$ cat config.mk
export PLATFORM = sky130hd
export DESIGN_NAME = decomp_word_writer_flat
export DESIGN_NICKNAME = d
export VERILOG_FILES = /design/src/rtl/decomp_word_writer_if.sv /design/src/rtl/decomp_word_writer.sv /design/src/flat_wrapper.sv
export SDC_FILE = /design/constraint.sdc
export NUM_CORES = 1
export LEC_CHECK = 0
export BUFFER_PORTS_ARGS = -buffer_cell sky130_fd_sc_hd__buf_4
export CAP_MARGIN = 20
export CORE_MARGIN = 3
export CORE_UTILIZATION = 45
export CTS_CLUSTER_SIZE = 24
export DETAILED_ROUTE_END_ITERATION = 16
export PLACE_DENSITY = 0.66
export SLEW_MARGIN = 20
export SYNTH_ARGS = -nofsm -noshare
export SYNTH_HDL_FRONTEND = slang
export SYNTH_SLANG_ARGS = --single-unit
$ cat constraint.sdc
create_clock -name clk -period 4.85 [get_ports clk]
set_input_delay 0.97 -clock clk [delete_from_list [all_inputs] [get_ports clk]]
set_output_delay 0.97 -clock clk [all_outputs]
set_load 0.02 [all_outputs]
$ cat src/rtl/decomp_word_writer_if.sv
// Bus bundle for decomp_word_writer: transfer control, decompressor word input,
// memory write port and status outputs.
// The checksum signal exists only when DWW_CHECKSUM_EN is defined.
// Modport master drives the requests (decompressor/controller side).
// Modport slave is the writer block itself.
interface decomp_word_writer_if #(
    parameter int N      = 32,
    parameter int ADDR_W = 16
);
    logic              load;
    logic [ADDR_W-1:0] base_addr;
    logic [ADDR_W-1:0] word_count;
    logic              store;
    logic [N-1:0]      data_in;
    logic              mem_ready;
    logic              mem_we;
    logic [ADDR_W-1:0] mem_addr;
    logic [N-1:0]      mem_data;
    logic              busy;
    logic              done;
    logic              overflow;
`ifdef DWW_CHECKSUM_EN
    logic [N-1:0]      checksum;

    modport master (
        output load, base_addr, word_count, store, data_in, mem_ready,
        input  mem_we, mem_addr, mem_data, busy, done, overflow, checksum
    );

    modport slave (
        input  load, base_addr, word_count, store, data_in, mem_ready,
        output mem_we, mem_addr, mem_data, busy, done, overflow, checksum
    );
`else
    modport master (
        output load, base_addr, word_count, store, data_in, mem_ready,
        input  mem_we, mem_addr, mem_data, busy, done, overflow
    );

    modport slave (
        input  load, base_addr, word_count, store, data_in, mem_ready,
        output mem_we, mem_addr, mem_data, busy, done, overflow
    );
`endif
endinterface

$ cat src/rtl/decomp_word_writer.sv
// decomp_word_writer: buffers decompressed words in a small first-word-fall-through
// FIFO and writes them to consecutive memory addresses over a valid/ready port.
// A transfer is started by load and finishes with a one-cycle done pulse once
// word_count words have been written.
// Optional feature macro: DWW_CHECKSUM_EN adds a running XOR of all written words.
module decomp_word_writer #(
    parameter int N      = 32,
    parameter int DEPTH  = 4,
    parameter int ADDR_W = 16
) (
    input  logic                  clk,
    input  logic                  reset,
    decomp_word_writer_if.slave   bus
);

    localparam int PTR_W = (DEPTH > 1) ? $clog2(DEPTH) : 1;
    localparam int CNT_W = PTR_W + 1;

    typedef enum logic [1:0] {
        IDLE  = 2'd0,
        RUN   = 2'd1,
        DRAIN = 2'd2,
        DONE  = 2'd3
    } state_t;

    state_t state, state_nxt;

    // FIFO storage and bookkeeping
    logic [N-1:0]      fifo_mem [DEPTH];
    logic [PTR_W-1:0]  wr_ptr;
    logic [PTR_W-1:0]  rd_ptr;
    logic [CNT_W-1:0]  level;
    logic              fifo_full;
    logic              fifo_empty;

    // Transfer bookkeeping
    logic [ADDR_W-1:0] base_q;
    logic [ADDR_W-1:0] count_q;
    logic [ADDR_W-1:0] accepted;
    logic [ADDR_W-1:0] written;
    logic              overflow_q;

    // Per-cycle decisions from the FSM
    logic              load_go;
    logic              push;
    logic              pop;
    logic              drop;
    logic              mem_we;
    logic              busy;
    logic              done;

    assign fifo_full  = (level == CNT_W'(DEPTH));
    assign fifo_empty = (level == '0);

    // State register
    always_ff @(posedge clk or negedge reset) begin
        if (!reset) begin
            state <= IDLE;
        end else begin
            state <= state_nxt;
        end
    end

    // Next-state and per-cycle control: push/pop/drop decisions and status outputs
    always_comb begin
        state_nxt = state;
        load_go   = 1'b0;
        push      = 1'b0;
        pop       = 1'b0;
        drop      = 1'b0;
        mem_we    = 1'b0;
        busy      = 1'b0;
        done      = 1'b0;
        case (state)
            IDLE: begin
                // stores arriving before a transfer is armed are ignored
                if (bus.load) begin
                    load_go   = 1'b1;
                    state_nxt = (bus.word_count == '0) ? DONE : RUN;
                end
            end
            RUN: begin
                busy   = 1'b1;
                mem_we = !fifo_empty;
                pop    = mem_we && bus.mem_ready;
                if (bus.store) begin
                    // a simultaneous pop frees the slot, so a full FIFO can still take the word
                    if (!fifo_full || pop) begin
                        push = 1'b1;
                    end else begin
                        drop = 1'b1;
                    end
                end
                if (push && ((accepted + ADDR_W'(1)) == count_q)) begin
                    state_nxt = DRAIN;
                end
            end
            DRAIN: begin
                busy   = 1'b1;
                mem_we = !fifo_empty;
                pop    = mem_we && bus.mem_ready;
                // all expected words are in; anything further is an upstream error
                if (bus.store) begin
                    drop = 1'b1;
                end
                if (pop && ((written + ADDR_W'(1)) == count_q)) begin
                    state_nxt = DONE;
                end
            end
            DONE: begin
                done      = 1'b1;
                state_nxt = IDLE;
            end
            default: begin
                state_nxt = IDLE;
            end
        endcase
    end

    // Transfer counters, FIFO pointers/level and the sticky overflow flag
    always_ff @(posedge clk or negedge reset) begin
        if (!reset) begin
            base_q     <= '0;
            count_q    <= '0;
            accepted   <= '0;
            written    <= '0;
            overflow_q <= 1'b0;
            wr_ptr     <= '0;
            rd_ptr     <= '0;
            level      <= '0;
        end else if (load_go) begin
            base_q     <= bus.base_addr;
            count_q    <= bus.word_count;
            accepted   <= '0;
            written    <= '0;
            overflow_q <= 1'b0;
            wr_ptr     <= '0;
            rd_ptr     <= '0;
            level      <= '0;
        end else begin
            if (push) begin
                wr_ptr   <= wr_ptr + PTR_W'(1);
                accepted <= accepted + ADDR_W'(1);
            end
            if (pop) begin
                rd_ptr  <= rd_ptr + PTR_W'(1);
                written <= written + ADDR_W'(1);
            end
            level <= level + CNT_W'(push) - CNT_W'(pop);
            if (drop) begin
                overflow_q <= 1'b1;
            end
        end
    end

    // FIFO word storage; contents are qualified by level, so no reset is needed
    always_ff @(posedge clk) begin
        if (push) begin
            fifo_mem[wr_ptr] <= bus.data_in;
        end
    end

    assign bus.mem_we   = mem_we;
    // address wraps modulo 2^ADDR_W through natural truncation
    assign bus.mem_addr = base_q + written;
    // head is only presented while a write is requested, otherwise the bus rests at zero
    assign bus.mem_data = mem_we ? fifo_mem[rd_ptr] : '0;
    assign bus.busy     = busy;
    assign bus.done     = done;
    assign bus.overflow = overflow_q;

`ifdef DWW_CHECKSUM_EN
    logic [N-1:0] checksum_q;

    // Running XOR of every word that leaves the FIFO; cleared when a transfer is armed
    always_ff @(posedge clk or negedge reset) begin
        if (!reset) begin
            checksum_q <= '0;
        end else if (load_go) begin
            checksum_q <= '0;
        end else if (pop) begin
            checksum_q <= checksum_q ^ bus.mem_data;
        end
    end

    assign bus.checksum = checksum_q;
`endif

endmodule

$ cat src/flat_wrapper.sv
// flat-port wrapper written by rule: the top's interface ports become plain ports
module decomp_word_writer_flat 
#(
    parameter int N      = 32,
    parameter int DEPTH  = 4,
    parameter int ADDR_W = 16
)
  (clk, reset, bus_load, bus_base_addr, bus_word_count, bus_store, bus_data_in, bus_mem_ready, bus_mem_we, bus_mem_addr, bus_mem_data, bus_busy, bus_done, bus_overflow);
  decomp_word_writer_if #(.N(N), .ADDR_W(ADDR_W)) bus_i ();
  input  logic clk;
  input  logic reset;
  input wire logic [$bits(bus_i.load)-1:0] bus_load;
  input wire logic [$bits(bus_i.base_addr)-1:0] bus_base_addr;
  input wire logic [$bits(bus_i.word_count)-1:0] bus_word_count;
  input wire logic [$bits(bus_i.store)-1:0] bus_store;
  input wire logic [$bits(bus_i.data_in)-1:0] bus_data_in;
  input wire logic [$bits(bus_i.mem_ready)-1:0] bus_mem_ready;
  output wire logic [$bits(bus_i.mem_we)-1:0] bus_mem_we;
  output wire logic [$bits(bus_i.mem_addr)-1:0] bus_mem_addr;
  output wire logic [$bits(bus_i.mem_data)-1:0] bus_mem_data;
  output wire logic [$bits(bus_i.busy)-1:0] bus_busy;
  output wire logic [$bits(bus_i.done)-1:0] bus_done;
  output wire logic [$bits(bus_i.overflow)-1:0] bus_overflow;
  assign bus_i.load = bus_load;
  assign bus_i.base_addr = bus_base_addr;
  assign bus_i.word_count = bus_word_count;
  assign bus_i.store = bus_store;
  assign bus_i.data_in = bus_data_in;
  assign bus_i.mem_ready = bus_mem_ready;
  assign bus_mem_we = bus_i.mem_we;
  assign bus_mem_addr = bus_i.mem_addr;
  assign bus_mem_data = bus_i.mem_data;
  assign bus_busy = bus_i.busy;
  assign bus_done = bus_i.done;
  assign bus_overflow = bus_i.overflow;
  decomp_word_writer #(.N(N), .DEPTH(DEPTH), .ADDR_W(ADDR_W)) u_core (.clk(clk), .reset(reset), .bus(bus_i));
endmodule
=== Word level (Yosys, flattened, before mapping) ===
Memory sizes are Yosys's and may differ from the RTL's.
Index checks and enable logic that the tools add are counted.

* Flip-flop bits (word level): 74
* Memory bits (writable): 128
* Output and inout bits: 52
* Logic and storage cells: 73
* Memories: 1

* Add/subtract/negate cells: 7
* Eq/ne operators: 9
* Multiplexer cells: 33
* Reductions and logical operators: 14

{| class="wikitable"
|+ Memory list
! memory !! depth !! width !! read ports !! clocked after memory_dff !! write ports !! line !! text
|-
| u_core.fifo_mem || 4 || 32 || 1 || 0 || 1 || decomp_word_writer.sv:29 || <nowiki>logic [N-1:0] fifo_mem [DEPTH];</nowiki>
|}

{| class="wikitable"
|+ Operator list
! kind !! count
|-
| $mux W16 || 4
|-
| $add A16 B1 Y16 const B || 2
|-
| $eq A16 B16 Y1 || 2
|-
| $mux W32 || 1
|-
| $mux W1 || 17
|-
| $add A16 B16 Y16 || 1
|-
| $logic_not A16 Y1 || 1
|-
| $mux W2 || 8
|-
| $pmux W2 S4 || 1
|-
| $reduce_bool A2 Y1 || 3
|-
| $add A2 B1 Y2 const B || 2
|-
| $eq A2 B2 Y1 const B || 2
|-
| $ne A2 B1 Y1 const B || 2
|-
| $add A3 B1 Y3 || 1
|-
| $eq A3 B3 Y1 const B || 1
|-
| $logic_and A1 B1 Y1 || 3
|-
| $logic_not A3 Y1 || 1
|-
| $mux W3 || 1
|-
| $reduce_and A3 Y1 || 1
|-
| $sub A3 B1 Y3 || 1
|-
| $eq A2 B1 Y1 const B || 1
|-
| $logic_not A1 Y1 || 2
|-
| $logic_not A2 Y1 || 1
|-
| $ne A2 B2 Y1 const B || 1
|-
| other kinds (3) || 3
|}

=== Logic depth before layout (Yosys ltp) ===
* Depth after elaboration: 11
* Mapped depth: 14
* Depth with buffers taken out: 13

=== Worst setup path after synthesis ===
Ideal clock, no wire load.

* Kind: flip-flop to output port
* Start point: reg u_core.written[0]
* End point: out bus_mem_addr[14]
* Arrival: 2.476 ns
* Path slack: 1.404 ns
* Cell stages (with the launch flop): 12
* Buffers on the path: 0
* Cell sequence: dfrtp_1 -> ha_1 -> inv_1 -> fa_1 -> nor2b_1 -> o21ai_0 -> a21boi_0 -> o21ai_0 -> o211ai_1 -> a31o_2 -> a21oi_1 -> xnor2_1

* Word-level cells in the longest chain between the ends: 1

{| class="wikitable"
|+ RTL lines
! element !! line !! text
|-
| start, declared || decomp_word_writer.sv:40 || <nowiki>logic [ADDR_W-1:0] written;</nowiki>
|-
| start signal, assigned || decomp_word_writer.sv:147 || <nowiki>written <= written + ADDR_W'(1);</nowiki>
|-
| $add A16 B16 Y16 || decomp_word_writer.sv:165 || <nowiki>assign bus.mem_addr = base_q + written;</nowiki>
|-
| end, declared || flat_wrapper.sv:19 || <nowiki>output wire logic [$bits(bus_i.mem_addr)-1:0] bus_mem_addr;</nowiki>
|}

No other way between the ends.

=== Worst setup path in the final report ===
Ends and elaborated chain as after synthesis.

==> impl_metrics.env <==
export IMPL_status="finished clean"
export IMPL_grt_max_degree=75
export IMPL_dpl_cell_area_mm2=0.0111
export IMPL_cts_buffers=23
export IMPL_power_leakage_nw=4.83
export IMPL_cts_tree="yes"
export IMPL_ys_seq_area_share_pct=57.5
export IMPL_finalNetCount=1035
export IMPL_ir_worst_vdd_mv=0.444
export IMPL_avgViaCountPerCell=5.45
export IMPL_synthTopCellsByCount="edfxtp_1 (128), nand2_1 (128), dfrtp_1 (74), nor2_1 (56), xnor2_1 (48)"
export IMPL_clk_latency_ps=510
export IMPL_crit_top_cell="o21ai_0"
export IMPL_grt_overflow=0
export IMPL_h_tree_depth=1
export IMPL_post_cts_resized=0
export IMPL_setup_tns_ps=0
export IMPL_io_buffers=120
export IMPL_reg2reg_depth=13
export IMPL_first_global_vias=6663
export IMPL_holdPathEnd="u_core.base_q[10]"
export IMPL_rows=53
export IMPL_path_max_fanout=7
export IMPL_netlist_instances=818
export IMPL_synth_top_cell_area_share_pct=38.8
export IMPL_clk_pin_slew_ps=60
export IMPL_drive_gt1_share_pct=21.6
export IMPL_post_route_period_util_pct=90.6
export IMPL_maxCapViolCount=0
export IMPL_post_cts_buffers=0
export IMPL_finalSetupViolations=0
export IMPL_coreArea_mm2=0.0214
export IMPL_whs_ps=482
export IMPL_root_buffer="clkbuf_16"
export IMPL_worst_ep_arrival_time_ps=3420
export IMPL_drt_iter0_drc=427
export IMPL_synth_edf_count=128
export IMPL_hold_path_depth=2
export IMPL_tightest_slew_ps=982
export IMPL_avgRoutedWirePerCell_um=18.2
export IMPL_die_x_um=154
export IMPL_hold_path_class="reg2reg"
export IMPL_cp_cell_sequence="ha_1, inv_1, fa_1, nor2b_1, o21ai_0, a21boi_0, o21ai_0, o211ai_1, a31o_2, a21oi_1, xnor2_1, buf_4"
export IMPL_antenna_left=0
export IMPL_critPathCaptureType="output pin"
export IMPL_min_delay_start="u_core.base_q[10]"
export IMPL_cp_top_family="compound AO/OA/AOI/OAI gates"
export IMPL_post_route_drc_count=0
export IMPL_worstReg2RegEnd="u_core.level[2]"
export IMPL_yosysTopAreaCell="edfxtp_1"
export IMPL_rsz0062_at_grt="false"
export IMPL_drv_slew=0
export IMPL_syn_area_mm2=0.00991
export IMPL_slowest_delay_ps=470
export IMPL_worstSetupPathType="reg2out"
export IMPL_maxSlewHeadroom_pct=34.5
export IMPL_antenna_cells=0
export IMPL_hold_buffers=0
export IMPL_io_pins=121
export IMPL_post_route_min_period_ps=4390
export IMPL_dp_hpwl_um=14900
export IMPL_final_area_mm2=0.0118
export IMPL_syn_num_nets=917
export IMPL_cp_num_buf_inv=2
export IMPL_synth_seq_cells=202
export IMPL_r2r_start="u_core.level[1]"
export IMPL_firstDrtPassIters=5
export IMPL_grt_pass1_wl_um=36100
export IMPL_vias=6692
export IMPL_clock_fmax_mhz=228
export IMPL_clock_path_buffers=3
export IMPL_avgSynthCellArea_um2=12.1
export IMPL_finClkSkew_ps=11.4
export IMPL_start_util_pct=46.4
export IMPL_powerDensity_mw_per_mm2=586
export IMPL_clock_sinks=202
export IMPL_grt_usage_pct=18.7
export IMPL_netlist_top_cells_area="edfxtp_1 (39%), dfrtp_1 (19%), mux4_2 (7.3%)"
export IMPL_yosysWarnings=0
export IMPL_slowest_stage="dfrtp_1"
export IMPL_die_h_um=154
export IMPL_syn_to_final_growth_pct=19.1
export IMPL_reg2reg_slack_ps=1480
export IMPL_worst_setup_path_start_kind="register"
export IMPL_die_area_mm2=0.0238
export IMPL_required_ps=3880
export IMPL_antenna_found_initial=0
export IMPL_synth_top_flop_cell="edfxtp_1"
export IMPL_gp_congestion=0.847
export IMPL_async_flop_share_pct=36.6
export IMPL_ys_types=58
export IMPL_routed_wl_um=22400
export IMPL_finalHoldViolCount=0
layout make-up:
type                       instances  area (µm²)
clock buffer                      31         606
inverter                          23        86.3
sequential                       202        5700
tap                              275         344
timing repair buffer             131         983
fill                            1836        9550
multi-input combinational        555        3980
clock inverter                    11        98.8
cell families after synthesis:
kind of cell,Yosys count,share of synthesized area [%]
muxes,36,7.68
adders and majority gates,30,3.94
and+or+nand+nor,331,16.6
buffers and inverters,61,2.34
xor gates and xnor gates,78,6.89
DFF,202,57.5
AOI/OAI and AO/OA,80,5.11
power breakdown:
part           switching [mW]  internal [mW]
combinational            1.60           1.25
sequential              0.301           2.14
clock                   0.685          0.938
total                    2.58           4.33
per-stage QoR:
stage | util [%] | std cells | total power, mW | setup slack, ps
floorplan | - | 818 | 4.28 | 1400
global placement | 52.0 | 1186 | 5.32 | 1120
detailed placement | 52.0 | 1186 | 5.36 | 1020
CTS | 55.3 | 1228 | 7.01 | 468
global route | 55.3 | 1228 | 7.35 | 280
finish | 55.3 | 1228 | 6.91 | 456
registers in the layout, indices dropped and copies added, names as in the netlist:
| name | count |
|---|---|
| u_core.accepted | 16 |
| u_core.base_q | 16 |
| u_core.bus.overflow | 1 |
| u_core.count_q | 16 |
| u_core.fifo_mem | 128 |
| u_core.level | 3 |
| u_core.rd_ptr | 2 |
| u_core.state | 2 |
| u_core.wr_ptr | 2 |
| u_core.written | 16 |
routing by layer:
metal / track usage, % / wire (µm) / vias to the layer above
met5: 0 / 0 / -
met4: 4.16 / 440 / 0
met3: 4.56 / 1540 / 31
met2: 32.2 / 11300 / 179
met1: 24.2 / 9090 / 3270
li1: - / - / 3212
tightest hold or removal path: cells and delay by family (launching register included):
family	cells	cell delay (ps)
DFF	1	350
and+or+nand+nor	2	100
how the worst max path moves through the flow:
stage / from / endpoint / cells after the start
3_5_place_dp: u_core.written[0] / bus_mem_addr[14] / 12
3_3_place_gp: u_core.written[0] / bus_mem_addr[14] / 12
2_1_floorplan: u_core.written[0] / bus_mem_addr[14] / 11
5_1_grt: u_core.written[0] / bus_mem_addr[14] / 12
4_1_cts: u_core.written[0] / bus_mem_addr[14] / 12
6_report: u_core.written[0] / bus_mem_addr[14] / 12
layout by cell type (no fill, tap or decap), types with 4 or more instances in the layout:
cell type	netlist	routed
clkinv_2	0	4
a211oi_1	4	4
nor2b_1	4	4
nor4_1	12	12
inv_1	23	23
nand2_1	128	128
and4_1	6	6
o21ai_0	23	23
buf_4	0	131
and2_1	8	7
nand4_1	16	16
xor2_1	30	30
nor3_1	12	12
or3_1	13	13
mux2i_1	4	4
nand3_1	19	19
ha_1	28	28
xnor2_1	48	48
clkbuf_1	31	8
edfxtp_1	128	128
dfrtp_1	74	73
nor2_1	56	56
mux4_2	32	32
and3_1	39	39
clkbuf_16	0	23
a21oi_1	22	22
No activity file was read; power rests on OpenSTA's default activity.
